--- config.mk ---
export PLATFORM = sky130hd
export DESIGN_NAME = perf_counter_unit_flat
export DESIGN_NICKNAME = d
export VERILOG_FILES = /design/src/rtl/perf_counter_unit_if.sv /design/src/rtl/perf_counter_unit.sv /design/src/flat_wrapper.sv
export SDC_FILE = /design/constraint.sdc
export NUM_CORES = 1
export LEC_CHECK = 0
export CAP_MARGIN = 30
export CORE_MARGIN = 2
export CORE_UTILIZATION = 40
export CTS_BUF_LIST = sky130_fd_sc_hd__clkbuf_16
export CTS_CLUSTER_SIZE = 24
export DETAILED_ROUTE_END_ITERATION = 8
export PLACE_DENSITY = 0.61
export SLEW_MARGIN = 20
export SYNTH_ARGS = -nofsm -noshare
export SYNTH_HDL_FRONTEND = slang
export SYNTH_SLANG_ARGS = --single-unit
--- constraint.sdc ---
create_clock -name clk -period 8.28 [get_ports clk]
set_clock_uncertainty 0.05 [all_clocks]
set_input_delay 2.07 -clock clk [delete_from_list [all_inputs] [get_ports clk]]
set_output_delay 2.07 -clock clk [all_outputs]
set_load 0.01 [all_outputs]
--- src/rtl/perf_counter_unit_if.sv ---
// Snapshot handshake between the performance counter bank and a debug reader.
// The reader (master) requests, selects and acknowledges. The counter unit (slave) presents the copy.
interface perf_counter_unit_if #(
  parameter int CNT_W = 32
);
  logic             snap_req;
  logic             snap_ack;
  logic [2:0]       snap_sel;
  logic             snap_valid;
  logic [CNT_W-1:0] snap_data;

  modport master (
    output snap_req, snap_ack, snap_sel,
    input  snap_valid, snap_data
  );

  modport slave (
    input  snap_req, snap_ack, snap_sel,
    output snap_valid, snap_data
  );
endinterface

--- src/rtl/perf_counter_unit.sv ---
// Five-entry pipeline event counter bank.
// It also keeps a single-cycle-coherent snapshot copy behind a req/ack handshake.
module perf_counter_unit #(
  parameter int CNT_W    = 32,
  parameter bit SATURATE = 1'b0
) (
  input  logic             clk,
  input  logic             reset,
  input  logic             count_en,
  input  logic             clear,
  input  logic             retire_valid,
  input  logic             pipe_stall,
  input  logic             icache_stall,
  input  logic             branch_resolved,
  input  logic             branch_mispredict,
  output logic [CNT_W-1:0] cycle_count,
  output logic [CNT_W-1:0] instruction_count,
  output logic [CNT_W-1:0] stall_count,
  output logic [CNT_W-1:0] branch_count,
  output logic [CNT_W-1:0] branch_mispredicts,
  perf_counter_unit_if.slave snap
);

  localparam int N_CNT = 5;
  localparam logic [CNT_W-1:0] ALL_ONES = {CNT_W{1'b1}};
  localparam logic [CNT_W-1:0] ONE      = {{(CNT_W-1){1'b0}}, 1'b1};

  typedef enum logic [0:0] {
    ST_IDLE = 1'b0,
    ST_HELD = 1'b1
  } snap_state_t;

  snap_state_t      state_r;
  snap_state_t      state_nxt_s;
  logic             load_s;
  logic [N_CNT-1:0] inc_s;
  logic [CNT_W-1:0] cnt_r     [N_CNT];
  logic [CNT_W-1:0] cnt_nxt_s [N_CNT];
  logic [CNT_W-1:0] snap_r    [N_CNT];
  logic [CNT_W-1:0] snap_mux_s;

  // One-step increment that either wraps or sticks at all-ones.
  function automatic logic [CNT_W-1:0] bump(input logic [CNT_W-1:0] v, input logic inc);
    if (!inc) begin
      return v;
    end else if (SATURATE && (v == ALL_ONES)) begin
      return v;
    end else begin
      return v + ONE;
    end
  endfunction

  // Event decode and next value of every live counter; clear beats any event.
  always_comb begin
    inc_s = {branch_resolved & branch_mispredict,
             branch_resolved,
             pipe_stall | icache_stall,
             retire_valid,
             1'b1};
    for (int i = 0; i < N_CNT; i++) begin
      cnt_nxt_s[i] = cnt_r[i];
      if (clear) begin
        cnt_nxt_s[i] = '0;
      end else if (count_en) begin
        cnt_nxt_s[i] = bump(cnt_r[i], inc_s[i]);
      end else begin
        cnt_nxt_s[i] = cnt_r[i];
      end
    end
  end

  // Live counter registers.
  always_ff @(posedge clk) begin
    if (!reset) begin
      for (int i = 0; i < N_CNT; i++) begin
        cnt_r[i] <= '0;
      end
    end else begin
      for (int i = 0; i < N_CNT; i++) begin
        cnt_r[i] <= cnt_nxt_s[i];
      end
    end
  end

  // Snapshot handshake next state; a capture takes the counters' next values.
  always_comb begin
    state_nxt_s = state_r;
    load_s      = 1'b0;
    case (state_r)
      ST_IDLE: begin
        if (snap.snap_req) begin
          state_nxt_s = ST_HELD;
          load_s      = 1'b1;
        end else begin
          state_nxt_s = ST_IDLE;
        end
      end
      ST_HELD: begin
        if (snap.snap_ack) begin
          state_nxt_s = ST_IDLE;
        end else begin
          state_nxt_s = ST_HELD;
        end
      end
      default: begin
        state_nxt_s = ST_IDLE;
      end
    endcase
  end

  // Snapshot state and copy registers.
  always_ff @(posedge clk) begin
    if (!reset) begin
      state_r <= ST_IDLE;
      for (int i = 0; i < N_CNT; i++) begin
        snap_r[i] <= '0;
      end
    end else begin
      state_r <= state_nxt_s;
      if (load_s) begin
        for (int i = 0; i < N_CNT; i++) begin
          snap_r[i] <= cnt_nxt_s[i];
        end
      end
    end
  end

  // Read-side selection of the held copy; unused selects read as zero.
  always_comb begin
    snap_mux_s = '0;
    case (snap.snap_sel)
      3'd0:    snap_mux_s = snap_r[0];
      3'd1:    snap_mux_s = snap_r[1];
      3'd2:    snap_mux_s = snap_r[2];
      3'd3:    snap_mux_s = snap_r[3];
      3'd4:    snap_mux_s = snap_r[4];
      default: snap_mux_s = '0;
    endcase
  end

  assign cycle_count        = cnt_r[0];
  assign instruction_count  = cnt_r[1];
  assign stall_count        = cnt_r[2];
  assign branch_count       = cnt_r[3];
  assign branch_mispredicts = cnt_r[4];
  assign snap.snap_valid    = (state_r == ST_HELD);
  assign snap.snap_data     = snap_mux_s;

endmodule

--- src/flat_wrapper.sv ---
// flat-port wrapper written by rule: the top's interface ports become plain ports
module perf_counter_unit_flat 
#(
  parameter int CNT_W    = 32,
  parameter bit SATURATE = 1'b0
)
  (clk, reset, count_en, clear, retire_valid, pipe_stall, icache_stall, branch_resolved, branch_mispredict, cycle_count, instruction_count, stall_count, branch_count, branch_mispredicts, snap_snap_req, snap_snap_ack, snap_snap_sel, snap_snap_valid, snap_snap_data);
  perf_counter_unit_if #(.CNT_W(CNT_W)) snap_i ();
  input  logic clk;
  input  logic reset;
  input  logic count_en;
  input  logic clear;
  input  logic retire_valid;
  input  logic pipe_stall;
  input  logic icache_stall;
  input  logic branch_resolved;
  input  logic branch_mispredict;
  output logic [CNT_W-1:0] cycle_count;
  output logic [CNT_W-1:0] instruction_count;
  output logic [CNT_W-1:0] stall_count;
  output logic [CNT_W-1:0] branch_count;
  output logic [CNT_W-1:0] branch_mispredicts;
  input wire logic [$bits(snap_i.snap_req)-1:0] snap_snap_req;
  input wire logic [$bits(snap_i.snap_ack)-1:0] snap_snap_ack;
  input wire logic [$bits(snap_i.snap_sel)-1:0] snap_snap_sel;
  output wire logic [$bits(snap_i.snap_valid)-1:0] snap_snap_valid;
  output wire logic [$bits(snap_i.snap_data)-1:0] snap_snap_data;
  assign snap_i.snap_req = snap_snap_req;
  assign snap_i.snap_ack = snap_snap_ack;
  assign snap_i.snap_sel = snap_snap_sel;
  assign snap_snap_valid = snap_i.snap_valid;
  assign snap_snap_data = snap_i.snap_data;
  perf_counter_unit #(.CNT_W(CNT_W), .SATURATE(SATURATE)) u_core (.clk(clk), .reset(reset), .count_en(count_en), .clear(clear), .retire_valid(retire_valid), .pipe_stall(pipe_stall), .icache_stall(icache_stall), .branch_resolved(branch_resolved), .branch_mispredict(branch_mispredict), .cycle_count(cycle_count), .instruction_count(instruction_count), .stall_count(stall_count), .branch_count(branch_count), .branch_mispredicts(branch_mispredicts), .snap(snap_i));
endmodule
---- After elaboration in Yosys (flattened, before gate mapping) ----
Memory sizes are Yosys's and may differ from the RTL's.
Index checks and enable logic that the tools add are counted.
word-level totals
  register bits after elaboration ......... 1
  bits in writable memories ............... 320
  bits of input ports ..................... 14
  output and inout bits ................... 193
  word-level logic and storage cells ...... 60
  memories ................................ 2
cells by class
  add/sub/neg operators ................... 5
  equal/unequal tests ..................... 4
  mux-type cells .......................... 34
  bitwise operators ....................... 13
  reduce and logical (&&, ||, !) cells .... 1
memory list
  memory         depth  width  read ports  clocked after memory_dff  write ports  line                     text
  u_core.cnt_r   5      32     5           0                         5            perf_counter_unit.sv:37  logic [CNT_W-1:0] cnt_r [N_CNT];
  u_core.snap_r  5      32     5           0                         5            perf_counter_unit.sv:39  logic [CNT_W-1:0] snap_r [N_CNT];
operator list
  operator                                                               number
  32-bit 2-to-1 mux                                                      24
  32-bit by 1-bit adder with 32-bit output, second input constant        5
  32-bit one-hot mux with 5 select lines                                 1
  1-bit bitwise OR                                                       11
  1-bit 2-to-1 mux                                                       8
  3-bit by 2-bit equality test with 1-bit output, second input constant  2
  3-bit by 1-bit equality test with 1-bit output, second input constant  1
  3-bit equality test, second input constant                             1
  3-bit zero test                                                        1
  1-bit one-hot mux with 2 select lines                                  1
  1-bit bitwise AND                                                      1
  1-bit inverter                                                         1

---- Logic depth before layout (Yosys ltp) ----
  depth in word-level cells ............... 6
  mapped depth ............................ 7
  mapped depth without buffers ............ 5

---- Worst setup path after synthesis ----
OpenSTA, ideal clock, no wires.
  path type ............................... input-to-reg
  start ................................... input port snap_snap_req
  end ..................................... memory u_core.snap_r[0][0], enable pin
  library setup time ...................... 1.330 ns
  data arrival time ....................... 5.649 ns
  data required time ...................... 6.900 ns
  path slack .............................. 1.251 ns
  stages .................................. 5
  path buffers ............................ 3
  cell sequence ........................... nand2b_1 clkbuf_1 clkbuf_1 clkbuf_1 nand2_1
RTL lines
  item         line                     text
  from (decl)  flat_wrapper.sv:23       input wire logic [$bits(snap_i.snap_req)-1:0] snap_snap_req;
  to (decl)    perf_counter_unit.sv:39

---- Worst setup path after layout ----
  start ................................... input port snap_snap_sel[1]
  end ..................................... output port snap_snap_data[13]
between the ends
  cells in the longest elaborated chain, start to end .. 2
  elaborated cells on any way between the ends .. 6
  those cells by class .................... 4 x eq/ne; 1 x mux; 1 x reduce/logical
RTL lines
  item                                               line                      text
  from (decl)                                        flat_wrapper.sv:25        input wire logic [$bits(snap_i.snap_sel)-1:0] snap_snap_sel;
  3-bit equality test, or another cell as far along  perf_counter_unit.sv:131  case (snap.snap_sel)
  32-bit one-hot mux with 5 select lines (*)         perf_counter_unit.sv:131
  to (decl)                                          flat_wrapper.sv:27        output wire logic [$bits(snap_i.snap_data)-1:0] snap_snap_data;
Every way passes the cells marked *; elsewhere a longest branch is shown, timed or not.

==> results.md <==
* Core Region at between 30000 and 40000 um^2
* Max VDD drop at 0.112 mV
* Simple-Gate Fraction of Synth Area at between 20% and 30%
* Number of fill cells at approximately 3300
* Vias/cell at ~6
* Vias in the first global route at roughly 12000
* Die height at a little under 200 um
* Syn nets at approximately 1500
* Comb pwr share at 4.8%
* Synth Area in XOR/XNOR at under 10%
* FMAX at 0.156 GHz
* Mean Syn Cell Area at about 10 um^2
* Adder-Cell Fraction of Synth Area at 0.423%
* Final period util at 77.3%
* Slew @ Worst Pin at a little over 0.9 ns
* First-pass GRT wire length at 71900 um
* Crit. End Element: output pin
* Per-cell routed wire length at around 22 um
* Die Footprint at 38600 um^2
* Total wire length at between 40000 and 50000 um
* Clock transition at path regs at approximately 0.070 ns
* Status: completed
* Critical Setup Path Class: in -> out
* Sum Neg Setup Slack at 0 ns
* P per Cell Area at a little under 200 nW/um^2
* Compound-gate portion of the synthesized area at around 12%
* Pwr Total at 3.56 mW
* Total gr overflow at 0
* Clock sinks at 321
* Ports placed on the boundary at approximately 210
* DRC at 0
* Slew margin rel. at between 30% and 40%
* Routed Antenna Nets at 0
* Final hold vios at 0
* Initial core utilization at between 40% and 50%
* Most frequent cells in the layout: 205 x clkdlybuf4s50_1, 161 x dfxtp_1, 160 x edfxtp_1
* Root Buffer: clkbuf_16
* CP required at approximately 6 ns
* Cell area after synthesis at approximately 15000 um^2
* CTS tree: built
* IO Port Bufs at between 200 and 250
* Setup bufs post-CTS at 0
* Clk pwr share at ~46%
* Num CTS Buffers at 36
* Synth Warn # at 0
* Hold Buf Count CTS at 0
* Startpoint Class: primary input
* Reg power frac at between 40% and 50%
* Most common flop cell mapped by yosys: dfxtp_1
* Switching share of total power at 22.3%
* Fraction of layout cells with a size suffix above 1 at around 5.2%
* Post-synth EDFFs at 160
* WHS at 0.460 ns
* Async S/R FF share, synth at 0%
* Initial DRC Count at 1034
* Clock buffer depth at 3
* Largest family of logic cells by synthesized area: simple AND/OR/NAND/NOR gates
* Vias at about 13000
* Multiplexer area fraction after synthesis at between 5 and 6%
* Die width at between 150 and 200 um
* Area growth syn-to-layout at 25.0%
* Post-synthesis sequential area ratio at between 50% and 60%
* Leak at slightly below 6 nW
* Register bit count reported by yosys at roughly 320
* Routability cong. at about 0.90
* Final setup violation count at 0
* All-Layer GR Usage at roughly 24%
* Final Slew Violations at 0
* Nets at 1660
* Worst-Skew Late Latency at approximately 0.52 ns
* Commonest non-fill, non-tap cell in the layout: clkdlybuf4s50_1
* Internal power at 2.77 mW
* Largest net degree at the start of global routing at 138
* Crit-path max FO at 31
* Final Critical Period at about 6.4 ns
* P_sw at about 790 uW
* Maxcap violations at 0
* Yosys cell types at 45
* RSZ-0062 raised after global routing: false
* Initial antenna violation count at 0
* Syn Inst Count at ~1500
* Post-CTS Resized at 0
* Min-delay worst type: reg -> reg
* Row count at 70
* Worst EP arrival at ~4.3 ns
* Drt pass-1 iters at 5
* Post-DP HPWL at about 34000 um
* Max H-tree Level at 2
* Area of the multi-input gates at 6390 um^2
* Storage cell area at 8030 um^2
## cell families after synthesis
| group | count (synthesis) |
|---|---|
| mux | 80 |
| compound gates | 300 |
| buf+inv | 115 |
| simple gates | 594 |
| flops | 321 |
| fa+ha+maj | 5 |
| xor+xnor | 55 |
## critical path: stages
cell,delay (ns)
buf_2,0.65
nor3b_2,0.31
buf_4,0.36
a221o_1,0.27
clkdlybuf4s50_1,0.55
## cells in the mapped netlist, drive strengths merged (27+ instances only)
library cell    n  share of area [%]
inv            27               0.68
or3            49                2.1
nor2          103                2.6
xor2           32                1.9
nand3          51                1.7
mux2i          77                5.2
dfxtp         161                 22
nor3           49                1.7
o21ai          62                2.1
o31ai          38                1.9
edfxtp        160                 32
a21oi         155                5.2
nand4          46                2.0
nand2         137                3.5
or4            57                2.9
a221o          31                2.1
clkbuf         79                2.0
## power groups by stage
stage	registers, mW	clock network (mW)	logic, mW
2_1_floorplan	1.76	0	0.0934
3_3_place_gp	1.78	0	0.167
3_5_place_dp	1.77	0	0.170
4_1_cts	1.74	1.68	0.170
5_1_grt	1.74	1.73	0.182
6_report	1.74	1.65	0.170
## path summary, 6_finish.rpt
check                              start              endpoint  slack (ns)  cells past startpoint
setup / recovery        snap_snap_sel[1]    snap_snap_data[13]        1.88                      5
hold reg to reg     u_core.cnt_r[0][127]  u_core.cnt_r[0][127]        0.46                      2
hold / removal      u_core.cnt_r[0][127]  u_core.cnt_r[0][127]        0.46                      2
setup reg to reg  u_core.snap.snap_valid  u_core.snap_r[0][17]        5.18                      5
## registers in the layout, indices dropped and copies added, names as in the netlist
| name | flops |
|---|---|
| u_core.cnt_r | 160 |
| u_core.snap.snap_valid | 1 |
| u_core.snap_r | 160 |
## metal layers
layer / track usage, % / part of all wire [%]
met1: 34.6 / 45
met4: 6.31 / 2.4
met2: 38.5 / 46
met3: 4.23 / 6.9
met5: 0 / 0
## area by class of cell
class / count / share of cell area, %
Antenna cell: 2 / 0.0270
Clock buffer: 37 / 5.00
Clock inverter: 27 / 1.47
Inverter: 27 / 0.548
Multi-Input combinational cell: 1034 / 34.5
Sequential cell: 321 / 43.4
Tap cell: 468 / 3.16
Timing Repair Buffer: 221 / 11.9
## through the flow
step	setup slack [ns]	cells	cell area [um^2]	util, %
4_1_cts	1.88	2134	18500	50.6
6_report	1.88	2137	18500	50.7
3_5_place_dp	1.88	2070	17300	47.4
2_1_floorplan	1.25	1470	14800	-
3_3_place_gp	1.55	2069	17300	47.3
5_1_grt	1.77	2135	18500	50.7
Power figures use the tool's default switching activity.
